--- src/rtl/uart_sdram_bridge_if.sv ---
// UART byte channel plus SDRAM FIFO user ports seen by the host command bridge.
// The bridge takes the master side; the UART/SDRAM environment takes the slave side.
interface uart_sdram_bridge_if;
   logic        rx_done;
   logic [7:0]  rx_data;
   logic        tx_busy;
   logic        tx_en;
   logic [7:0]  tx_data;
   logic        wr_en;
   logic [15:0] wr_data;
   logic        rd_en;
   logic [15:0] rd_data;

   modport master (
      input  rx_done, rx_data, tx_busy, rd_data,
      output tx_en, tx_data, wr_en, wr_data, rd_en
   );

   modport slave (
      output rx_done, rx_data, tx_busy, rd_data,
      input  tx_en, tx_data, wr_en, wr_data, rd_en
   );
endinterface

--- src/rtl/uart_sdram_bridge.sv ---
// Host command bridge: parses 'W'/'R' frames from UART bytes, pushes words into the SDRAM
// write FIFO and streams words popped from the read FIFO back out as byte pairs.
module uart_sdram_bridge #(
   parameter int unsigned TIMEOUT_CLKS = 5_000_000,
   parameter int unsigned RD_LAT       = 1,
   parameter logic [7:0]  CMD_WR       = 8'h57,
   parameter logic [7:0]  CMD_RD       = 8'h52
) (
   input  logic                sys_clk,
   input  logic                sys_rst_n,
   input  logic                init_done,
   uart_sdram_bridge_if.master bus,
   output logic                busy,
   output logic                frame_err,
   output logic [15:0]         word_cnt
);
   localparam int unsigned     TmrW    = $clog2(TIMEOUT_CLKS + 1);
   localparam logic [TmrW-1:0] TmrLast = TmrW'(TIMEOUT_CLKS - 1);
   localparam logic [1:0]      LatLast = 2'(RD_LAT - 1);

   typedef enum logic [3:0] {
      StIdle, StWLen, StWLo, StWHi, StRLen, StRReq, StRWait, StTxLo, StTxHi
   } state_e;

   state_e          state_q, state_d;
   logic [TmrW-1:0] tmr_q;
   logic [8:0]      rem_q;
   logic [7:0]      lo_q;
   logic [15:0]     hold_q;
   logic [1:0]      lat_q;
   logic [1:0]      guard_q;
   logic            wr_en_q;
   logic [15:0]     wr_data_q;
   logic            tx_en_q;
   logic [7:0]      tx_data_q;
   logic            frame_err_q;
   logic [15:0]     word_cnt_q;

   logic rx_ok, tmr_active, timeout, push, cap, fire, last;

   assign rx_ok = init_done & bus.rx_done;

   always_ff @(posedge sys_clk or negedge sys_rst_n) begin
      if (!sys_rst_n) state_q <= StIdle;
      else            state_q <= state_d;
   end

   always_comb begin
      state_d = state_q;
      unique case (state_q)
         StIdle: begin
            if (rx_ok && bus.rx_data == CMD_WR)      state_d = StWLen;
            else if (rx_ok && bus.rx_data == CMD_RD) state_d = StRLen;
         end
         StWLen: begin
            if (rx_ok)        state_d = StWLo;
            else if (timeout) state_d = StIdle;
         end
         StWLo: begin
            if (rx_ok)        state_d = StWHi;
            else if (timeout) state_d = StIdle;
         end
         StWHi: begin
            if (rx_ok)        state_d = last ? StIdle : StWLo;
            else if (timeout) state_d = StIdle;
         end
         StRLen: begin
            if (rx_ok)        state_d = StRReq;
            else if (timeout) state_d = StIdle;
         end
         StRReq:  if (bus.rd_en) state_d = StRWait;
         StRWait: if (cap)       state_d = StTxLo;
         StTxLo:  if (fire)      state_d = StTxHi;
         StTxHi:  if (fire)      state_d = last ? StIdle : StRReq;
         default:                state_d = StIdle;
      endcase
   end

   always_comb begin
      busy       = (state_q != StIdle);
      tmr_active = state_q inside {StWLen, StWLo, StWHi, StRLen};
      // A byte landing in the expiry cycle still counts, so rx_ok masks the timeout.
      timeout    = tmr_active && init_done && !rx_ok && (tmr_q == TmrLast);
      push       = (state_q == StWHi) && rx_ok;
      bus.rd_en  = (state_q == StRReq) && init_done;
      cap        = (state_q == StRWait) && (lat_q == LatLast);
      fire       = (state_q inside {StTxLo, StTxHi}) && init_done && !bus.tx_busy &&
                   (guard_q == 2'd0);
      last       = (rem_q <= 9'd1);
   end

   always_ff @(posedge sys_clk or negedge sys_rst_n) begin
      if (!sys_rst_n) begin
         tmr_q       <= '0;
         rem_q       <= '0;
         lo_q        <= '0;
         hold_q      <= '0;
         lat_q       <= '0;
         guard_q     <= '0;
         wr_en_q     <= 1'b0;
         wr_data_q   <= '0;
         tx_en_q     <= 1'b0;
         tx_data_q   <= '0;
         frame_err_q <= 1'b0;
         word_cnt_q  <= '0;
      end else begin
         if (!tmr_active || rx_ok) tmr_q <= '0;
         else if (init_done)       tmr_q <= tmr_q + 1'b1;

         // A length byte of zero encodes 256 words.
         if (rx_ok && (state_q == StWLen || state_q == StRLen)) begin
            rem_q <= {bus.rx_data == 8'd0, bus.rx_data};
         end else if (push || (fire && state_q == StTxHi)) begin
            rem_q <= rem_q - 9'd1;
         end

         if (rx_ok && state_q == StWLo) lo_q <= bus.rx_data;

         wr_en_q <= push;
         if (push) begin
            wr_data_q  <= {bus.rx_data, lo_q};
            word_cnt_q <= word_cnt_q + 16'd1;
         end

         lat_q <= (state_q == StRWait) ? lat_q + 2'd1 : 2'd0;
         if (cap) hold_q <= bus.rd_data;

         tx_en_q <= fire;
         if (fire) tx_data_q <= (state_q == StTxLo) ? hold_q[7:0] : hold_q[15:8];

         // tx_en leaves one cycle after fire; 3 masks it plus the two busy-rise cycles.
         if (fire)                  guard_q <= 2'd3;
         else if (guard_q != 2'd0)  guard_q <= guard_q - 2'd1;

         frame_err_q <= timeout;
      end
   end

   assign bus.wr_en   = wr_en_q;
   assign bus.wr_data = wr_data_q;
   assign bus.tx_en   = tx_en_q;
   assign bus.tx_data = tx_data_q;
   assign frame_err   = frame_err_q;
   assign word_cnt    = word_cnt_q;
endmodule

--- src/flat_wrapper.sv ---
// flat-port wrapper written by rule: the top's interface ports become plain ports
module uart_sdram_bridge_flat 
#(
   parameter int unsigned TIMEOUT_CLKS = 5_000_000,
   parameter int unsigned RD_LAT       = 1,
   parameter logic [7:0]  CMD_WR       = 8'h57,
   parameter logic [7:0]  CMD_RD       = 8'h52
)
  (sys_clk, sys_rst_n, init_done, busy, frame_err, word_cnt, bus_rx_done, bus_rx_data, bus_tx_busy, bus_rd_data, bus_tx_en, bus_tx_data, bus_wr_en, bus_wr_data, bus_rd_en);
  uart_sdram_bridge_if bus_i ();
  input  logic sys_clk;
  input  logic sys_rst_n;
  input  logic init_done;
  output logic busy;
  output logic frame_err;
  output logic [15:0] word_cnt;
  input wire logic [$bits(bus_i.rx_done)-1:0] bus_rx_done;
  input wire logic [$bits(bus_i.rx_data)-1:0] bus_rx_data;
  input wire logic [$bits(bus_i.tx_busy)-1:0] bus_tx_busy;
  input wire logic [$bits(bus_i.rd_data)-1:0] bus_rd_data;
  output wire logic [$bits(bus_i.tx_en)-1:0] bus_tx_en;
  output wire logic [$bits(bus_i.tx_data)-1:0] bus_tx_data;
  output wire logic [$bits(bus_i.wr_en)-1:0] bus_wr_en;
  output wire logic [$bits(bus_i.wr_data)-1:0] bus_wr_data;
  output wire logic [$bits(bus_i.rd_en)-1:0] bus_rd_en;
  assign bus_i.rx_done = bus_rx_done;
  assign bus_i.rx_data = bus_rx_data;
  assign bus_i.tx_busy = bus_tx_busy;
  assign bus_i.rd_data = bus_rd_data;
  assign bus_tx_en = bus_i.tx_en;
  assign bus_tx_data = bus_i.tx_data;
  assign bus_wr_en = bus_i.wr_en;
  assign bus_wr_data = bus_i.wr_data;
  assign bus_rd_en = bus_i.rd_en;
  uart_sdram_bridge #(.TIMEOUT_CLKS(TIMEOUT_CLKS), .RD_LAT(RD_LAT), .CMD_WR(CMD_WR), .CMD_RD(CMD_RD)) u_core (.sys_clk(sys_clk), .sys_rst_n(sys_rst_n), .init_done(init_done), .bus(bus_i), .busy(busy), .frame_err(frame_err), .word_cnt(word_cnt));
endmodule
--- config.mk ---
export PLATFORM = sky130hd
export DESIGN_NAME = uart_sdram_bridge_flat
export DESIGN_NICKNAME = d
export VERILOG_FILES = /design/src/rtl/uart_sdram_bridge_if.sv /design/src/rtl/uart_sdram_bridge.sv /design/src/flat_wrapper.sv
export SDC_FILE = /design/constraint.sdc
export NUM_CORES = 1
export LEC_CHECK = 0
export ABC_AREA = 1
export ABC_CLOCK_PERIOD_IN_PS = 2000
export BUFFER_PORTS_ARGS = -buffer_cell sky130_fd_sc_hd__buf_2
export CORE_AREA = 2 2 99 101
export CTS_CLUSTER_SIZE = 12
export DETAILED_ROUTE_END_ITERATION = 12
export DIE_AREA = 0 0 101 103
export HOLD_SLACK_MARGIN = 0.1
export PLACE_DENSITY_LB_ADDON = 0.2
export SYNTH_ARGS = -nofsm -noshare
export SYNTH_HDL_FRONTEND = slang
export SYNTH_SLANG_ARGS = --single-unit
--- constraint.sdc ---
create_clock -name sys_clk -period 2 [get_ports sys_clk]
set_input_delay 0.4 -clock sys_clk [delete_from_list [all_inputs] [get_ports sys_clk]]
set_output_delay 0.4 -clock sys_clk [all_outputs]
set_load 0.1 [all_outputs]
## Yosys cells after proc, flatten, opt, wreduce, memory -nomap -nowiden

Index checks and enable logic that the tools add are counted.

- Mux-type cells: 22
- Eq/ne operators: 16
- Reduce and logical (&&, ||, !) cells: 32
- Bitwise gates (word level): 1
- Magnitude comparators: 1
- Add/sub/neg operators: 5

Operators by type and width:

| kind | count |
|---|---|
| 23-bit 2-to-1 mux | 2 |
| 4-bit 2-to-1 mux | 11 |
| 4-bit one-hot mux with 9 select lines | 1 |
| 23-bit by 1-bit adder with 23-bit output (second input constant) | 1 |
| 23-bit == test (second input constant) | 1 |
| 9-bit 2-to-1 mux | 2 |
| 16-bit by 1-bit adder with 16-bit output (second input constant) | 1 |
| 4-bit by 3-bit == test with 1-bit output (second input constant) | 4 |
| 8-bit by 7-bit == test with 1-bit output (second input constant) | 2 |
| 1-bit logical AND | 14 |
| 2-bit nonzero test | 5 |
| 9-bit by 1-bit <= comparator with 1-bit output (second input constant) | 1 |
| 9-bit by 1-bit subtractor with 9-bit output (second input constant) | 1 |
| 4-bit by 2-bit == test with 1-bit output (second input constant) | 2 |
| 8-bit zero test | 1 |
| 2-bit 2-to-1 mux | 4 |
| 8-bit 2-to-1 mux | 1 |
| 4-bit nonzero test | 2 |
| 2-bit by 1-bit != test with 1-bit output (second input constant) | 3 |
| 5-bit AND reduction | 1 |
| 4-bit by 1-bit == test with 1-bit output (second input constant) | 1 |
| 4-bit == test (second input constant) | 1 |
| 2-bit zero test | 2 |
| 4-bit zero test | 1 |
| 8 further kinds | 12 |

- Output and inout bits: 45
- Word-level logic and storage cells: 90
- Flip-flop bits (word level): 107
- Bits of input ports: 29

## Logic depth before layout (Yosys ltp)

- Word-level depth: 9
- Mapped depth: 12
- Depth with buffers taken out: 12

## Worst setup path after synthesis

No wires, ideal clock.

- Path type: reg-to-output
- From: register u_core.state_q[3]
- To: output bus_rd_en
- Arrival time: 1.986 ns
- Path slack: -0.386 ns
- Cell stages (with the launch flop): 4
- Buffers on the path: 0
- Required time: 1.600 ns
- Cells stage by stage: dfrtp_1 > nor2_4 > nand3_1 > nor2_1

- Cells in the longest elaborated chain, start to end: 2

RTL lines:

| what | RTL line | source |
|---|---|---|
| start: declaration | uart_sdram_bridge.sv:25 | `state_e state_q, state_d;` |
| start signal: assignment | uart_sdram_bridge.sv:44 | `if (!sys_rst_n) state_q <= StIdle;` |
| start signal: assignment | uart_sdram_bridge.sv:45 | `else state_q <= state_d;` |
| 4-bit by 3-bit == test with 1-bit output | uart_sdram_bridge.sv:85 | `bus.rd_en = (state_q == StRReq) && init_done;` |
| 1-bit logical AND | uart_sdram_bridge.sv:85 |  |
| end: declaration | flat_wrapper.sv:25 | `output wire logic [$bits(bus_i.rd_en)-1:0] bus_rd_en;` |

Every way passes these cells.

## Final worst setup path

Ends and elaborated chain as after synthesis.

==> key figures <==
Outcome
  • Run status: finished, final reports clean

Synthesis
  • Netlist area before placement: 0.00523 mm²
  • Per-instance average area after synthesis: 8.62 µm²
  • Gate count after technology mapping: 606
  • Top cell type's share of synthesized area: 51.2%
  • Cell types with the largest area share after synthesis: dfrtp_1 51%, nand2_1 11%, nor2_1 4.0%, inv_1 3.7%, o21ai_0 2.8%
  • Share of synthesized area occupied by flip-flops and latches: 51.2%
  • Number of warnings issued by yosys: 0
  • FF+latch count, synth: 107
  • Syn_nets: 641
  • Post-synthesis cell type count: 42
  • Most area-hungry cell type in the Yosys netlist: dfrtp_1

STA
  • Hold WS: 0.227 ns
  • Fin crit share: 95.4%
  • Setup violators final: 0
  • Min Clock Period, post-route: 1.91 ns
  • Worst-case headroom to the max-slew limit: 60.5%
  • RSZ-0062 raised after global routing: true
  • Fin. Hold Viols: 0
  • Slew Limit Fails: 0
  • Final setup skew: 0.00645 ns
  • Tightest Pin Transition: 0.592 ns
  • Total negative slack for setup checks: 0 ns
  • Timing-limited maximum frequency: 524 MHz

Cells and area
  • Ant. Diodes: 0
  • Area added between synthesis and finish: 15.6%
  • Commonest non-fill, non-tap cell in the layout: nand2_1
  • Post-route design area: 0.00604 mm²
  • Fraction of layout instances using a drive strength above 1: 21.0%
  • Most frequent cells in the layout: 157 x nand2_1, 100 x dfrtp_1, 70 x buf_2
  • Filler instances: 828
  • Total Nets Final: 724
  • Total area of sequential cells: 0.00269 mm²
  • Combined area of the multi-input logic cells: 0.00227 mm²

Critical path
  • Slowest stage cell on the critical path: dfrtp_2
  • CP peak stage delay: 0.46 ns
  • WP buf/inv: 1
  • Depth of the worst register-to-register path: 12
  • Gate family responsible for the most delay along the worst path: simple AND/OR/NAND/NOR gates
  • Number of stages on the worst setup path: 4
  • Critical path class: reg2out
  • Type of destination of the critical path: output pin
  • Crit path cell chain: nor2_4 -> nand3_2 -> nor2_2 -> buf_12
  • CP max FO: 4
  • Data required time of the critical path: 1.60 ns
  • Worst EP arrival: 1.51 ns
  • Kind of start point of the critical path: flop

Placement
  • Buffers added on ports: 73
  • Weighted congestion at the end of routability-driven global placement: 0.874
  • Cell Area, Placed: 0.00577 mm²
  • DP HPWL: 8120 µm

Floorplan
  • Vertical die dimension: 103 µm
  • CORE AREA: 0.00946 mm²
  • I/O Pins: 74
  • Rows: 36
  • Die X-Extent: 101 µm
  • Starting density of the core: 55.3%
  • Area of the die: 0.0104 mm²

Global route
  • All-layer global routing usage: 22.9%
  • Initial antenna violation count: 0
  • Total global routing overflow: 0
  • Largest net degree at the start of global routing: 108
  • Wire length of the first global-routing pass: 18,700 µm
  • Via count of the first global-routing pass: 4,176

Clocking
  • Number of buffers created by CTS: 9
  • Clock tree from TritonCTS: built
  • CTS H-Tree Depth: 3
  • Insertion delay of the later-clocked pin in the worst-skew pair: 0.38 ns
  • Root Buffer Master: clkbuf_8
  • Clock Sink Count: 107
  • Clock transition at path regs: 0.11 ns
  • Buffer depth of the longest clock path: 2

Routing
  • Final Routed Wirelength: 11,000 µm
  • Routed via count divided by cell count: 5.25
  • Number of design-rule violations left by the first detailed-router iteration: 192
  • Antenna violation net count after detailed routing: 0
  • DR WL/cell: 13.7 µm
  • Final routed DRC violation total: 0
  • Pre-antenna DRT Iters: 4
  • Vias after detailed routing: 4,244

Pwr
  • Static Leakage: 0.00312 µW
  • Final total power: 8790 µW
  • Pwr per Cell Area: 1460 mW/mm²
  • Worst vdd rail ir drop: 0.00103 V

Worst hold path
  • Min-delay worst type: in2reg
  • Worst Hold Depth: 2

Run
  • Max-cap violation count: 0
timing repair:
item / 4_1_cts / 5_1_grt
resized for setup: 5 / 3
hold buffers: 1 / 0
setup buffers: 1 / 0
pin swaps: 1 / 1
setup endpoints to repair: 2 / 5
endpoints found under the hold margin: 5 / 0
final timing paths:
check	from	endpoint	slack (ns)
worst max-delay path	u_core.state_q[3]	bus_rd_en	0.09
worst min-delay path	bus_rd_data[8]	u_core.hold_q[8]	0.23
worst max register to register	u_core.state_q[0]	u_core.rem_q[5]	0.21
worst min register to register	u_core.lat_q[0]	u_core.lat_q[0]	0.43
max in group asynchronous	sys_rst_n	u_core.state_q[3]	0.90
min in group asynchronous	sys_rst_n	u_core.tmr_q[11]	0.58
logic make-up (layout without fill, tap and decap cells):
logic type	Yosys count	in the layout	synth area share, %
AOI/OAI and AO/OA	86	86	9.17
xor gates and xnor gates	20	20	3.35
adders and majority gates	6	6	1.44
buffers and inverters	75	163	5.77
DFF	107	107	51.2
muxes	24	24	4.98
and+or+nand+nor	288	288	24.1
flip-flops by register name (all words and copies together) (netlist names):
register            cells
u_core.bus.wr_data     16
u_core.guard_q          2
u_core.frame_err        1
u_core.word_cnt        16
u_core.lat_q            2
u_core.bus.wr_en        1
u_core.bus.tx_en        1
u_core.rem_q            9
u_core.tmr_q           23
u_core.bus.tx_data      8
u_core.state_q          4
u_core.hold_q          16
u_core.lo_q             8
stage by stage:
| step | setup slack, ns | std cells | util [%] |
|---|---|---|---|
| 5_1_grt | -0.0329 | 808 | 63.9 |
| 2_1_floorplan | 0.0137 | 606 | - |
| 6_report | 0.0915 | 808 | 63.9 |
| 3_3_place_gp | 0.181 | 790 | 61.0 |
| 4_1_cts | 0.000676 | 808 | 63.7 |
| 3_5_place_dp | 0.126 | 790 | 61.0 |
cell usage after synthesis (all sizes together):
| master | n |
|---|---|
| nor2 | 63 |
| clkinv | 1 |
| o21a | 3 |
| nand3b | 1 |
| o31ai | 1 |
| nand3 | 27 |
| o21bai | 3 |
| xnor2 | 9 |
| mux2i | 8 |
| o221a | 1 |
| mux2 | 16 |
| xor2 | 11 |
| nor4 | 1 |
| nand2 | 164 |
| o21ba | 1 |
| nor3b | 1 |
| a22oi | 1 |
| ha | 6 |
| inv | 63 |
| a31oi | 2 |
| o211ai | 2 |
| a21oi | 19 |
| dfrtp | 107 |
| a32o | 1 |
| buf | 7 |
| o21ai | 49 |
| o22ai | 2 |
| nand4 | 13 |
| nor3 | 18 |
| a211oi | 1 |
| clkbuf | 4 |
where the power goes:
group | leakage [µW] | internal (µW) | total (µW) | switching (µW)
Combinational | 0.00161 | 1020 | 4120 | 3100
Sequential | 0.00140 | 2780 | 3170 | 398
Clock | 0.000109 | 722 | 1490 | 773
Total | 0.00312 | 4520 | 8790 | 4270
worst register-to-register path, cell delays in order, from the launching register on:
cell     delay [ns]
dfrtp_1        0.47
inv_2          0.08
nand2_1        0.11
nor2_2         0.16
nand2_1        0.14
nand2_2        0.10
nand2_2        0.07
nor2_4         0.10
nand3_2        0.10
nand3_4        0.14
inv_2          0.08
nand2_1        0.07
nand2_1        0.05
area by class of cell:
| class | count | share of cell area, % |
|---|---|---|
| Clock buffer | 10 | 2.11 |
| Clock inverter | 6 | 1.59 |
| Inverter | 64 | 3.98 |
| Multi-Input combinational cell | 424 | 37.6 |
| Sequential cell | 107 | 44.5 |
| Tap cell | 114 | 2.36 |
| Timing Repair Buffer | 83 | 7.93 |
layer usage:
| layer | routed length [µm] | vias to the layer above | track usage, % |
|---|---|---|---|
| met2 | 5420 | 81 | 39.5 |
| li1 | - | 2147 | - |
| met5 | 0 | - | 0 |
| met1 | 5080 | 2007 | 28.9 |
| met4 | 110 | 0 | 7.17 |
| met3 | 436 | 9 | 5.15 |
Power figures use the tool's default switching activity.
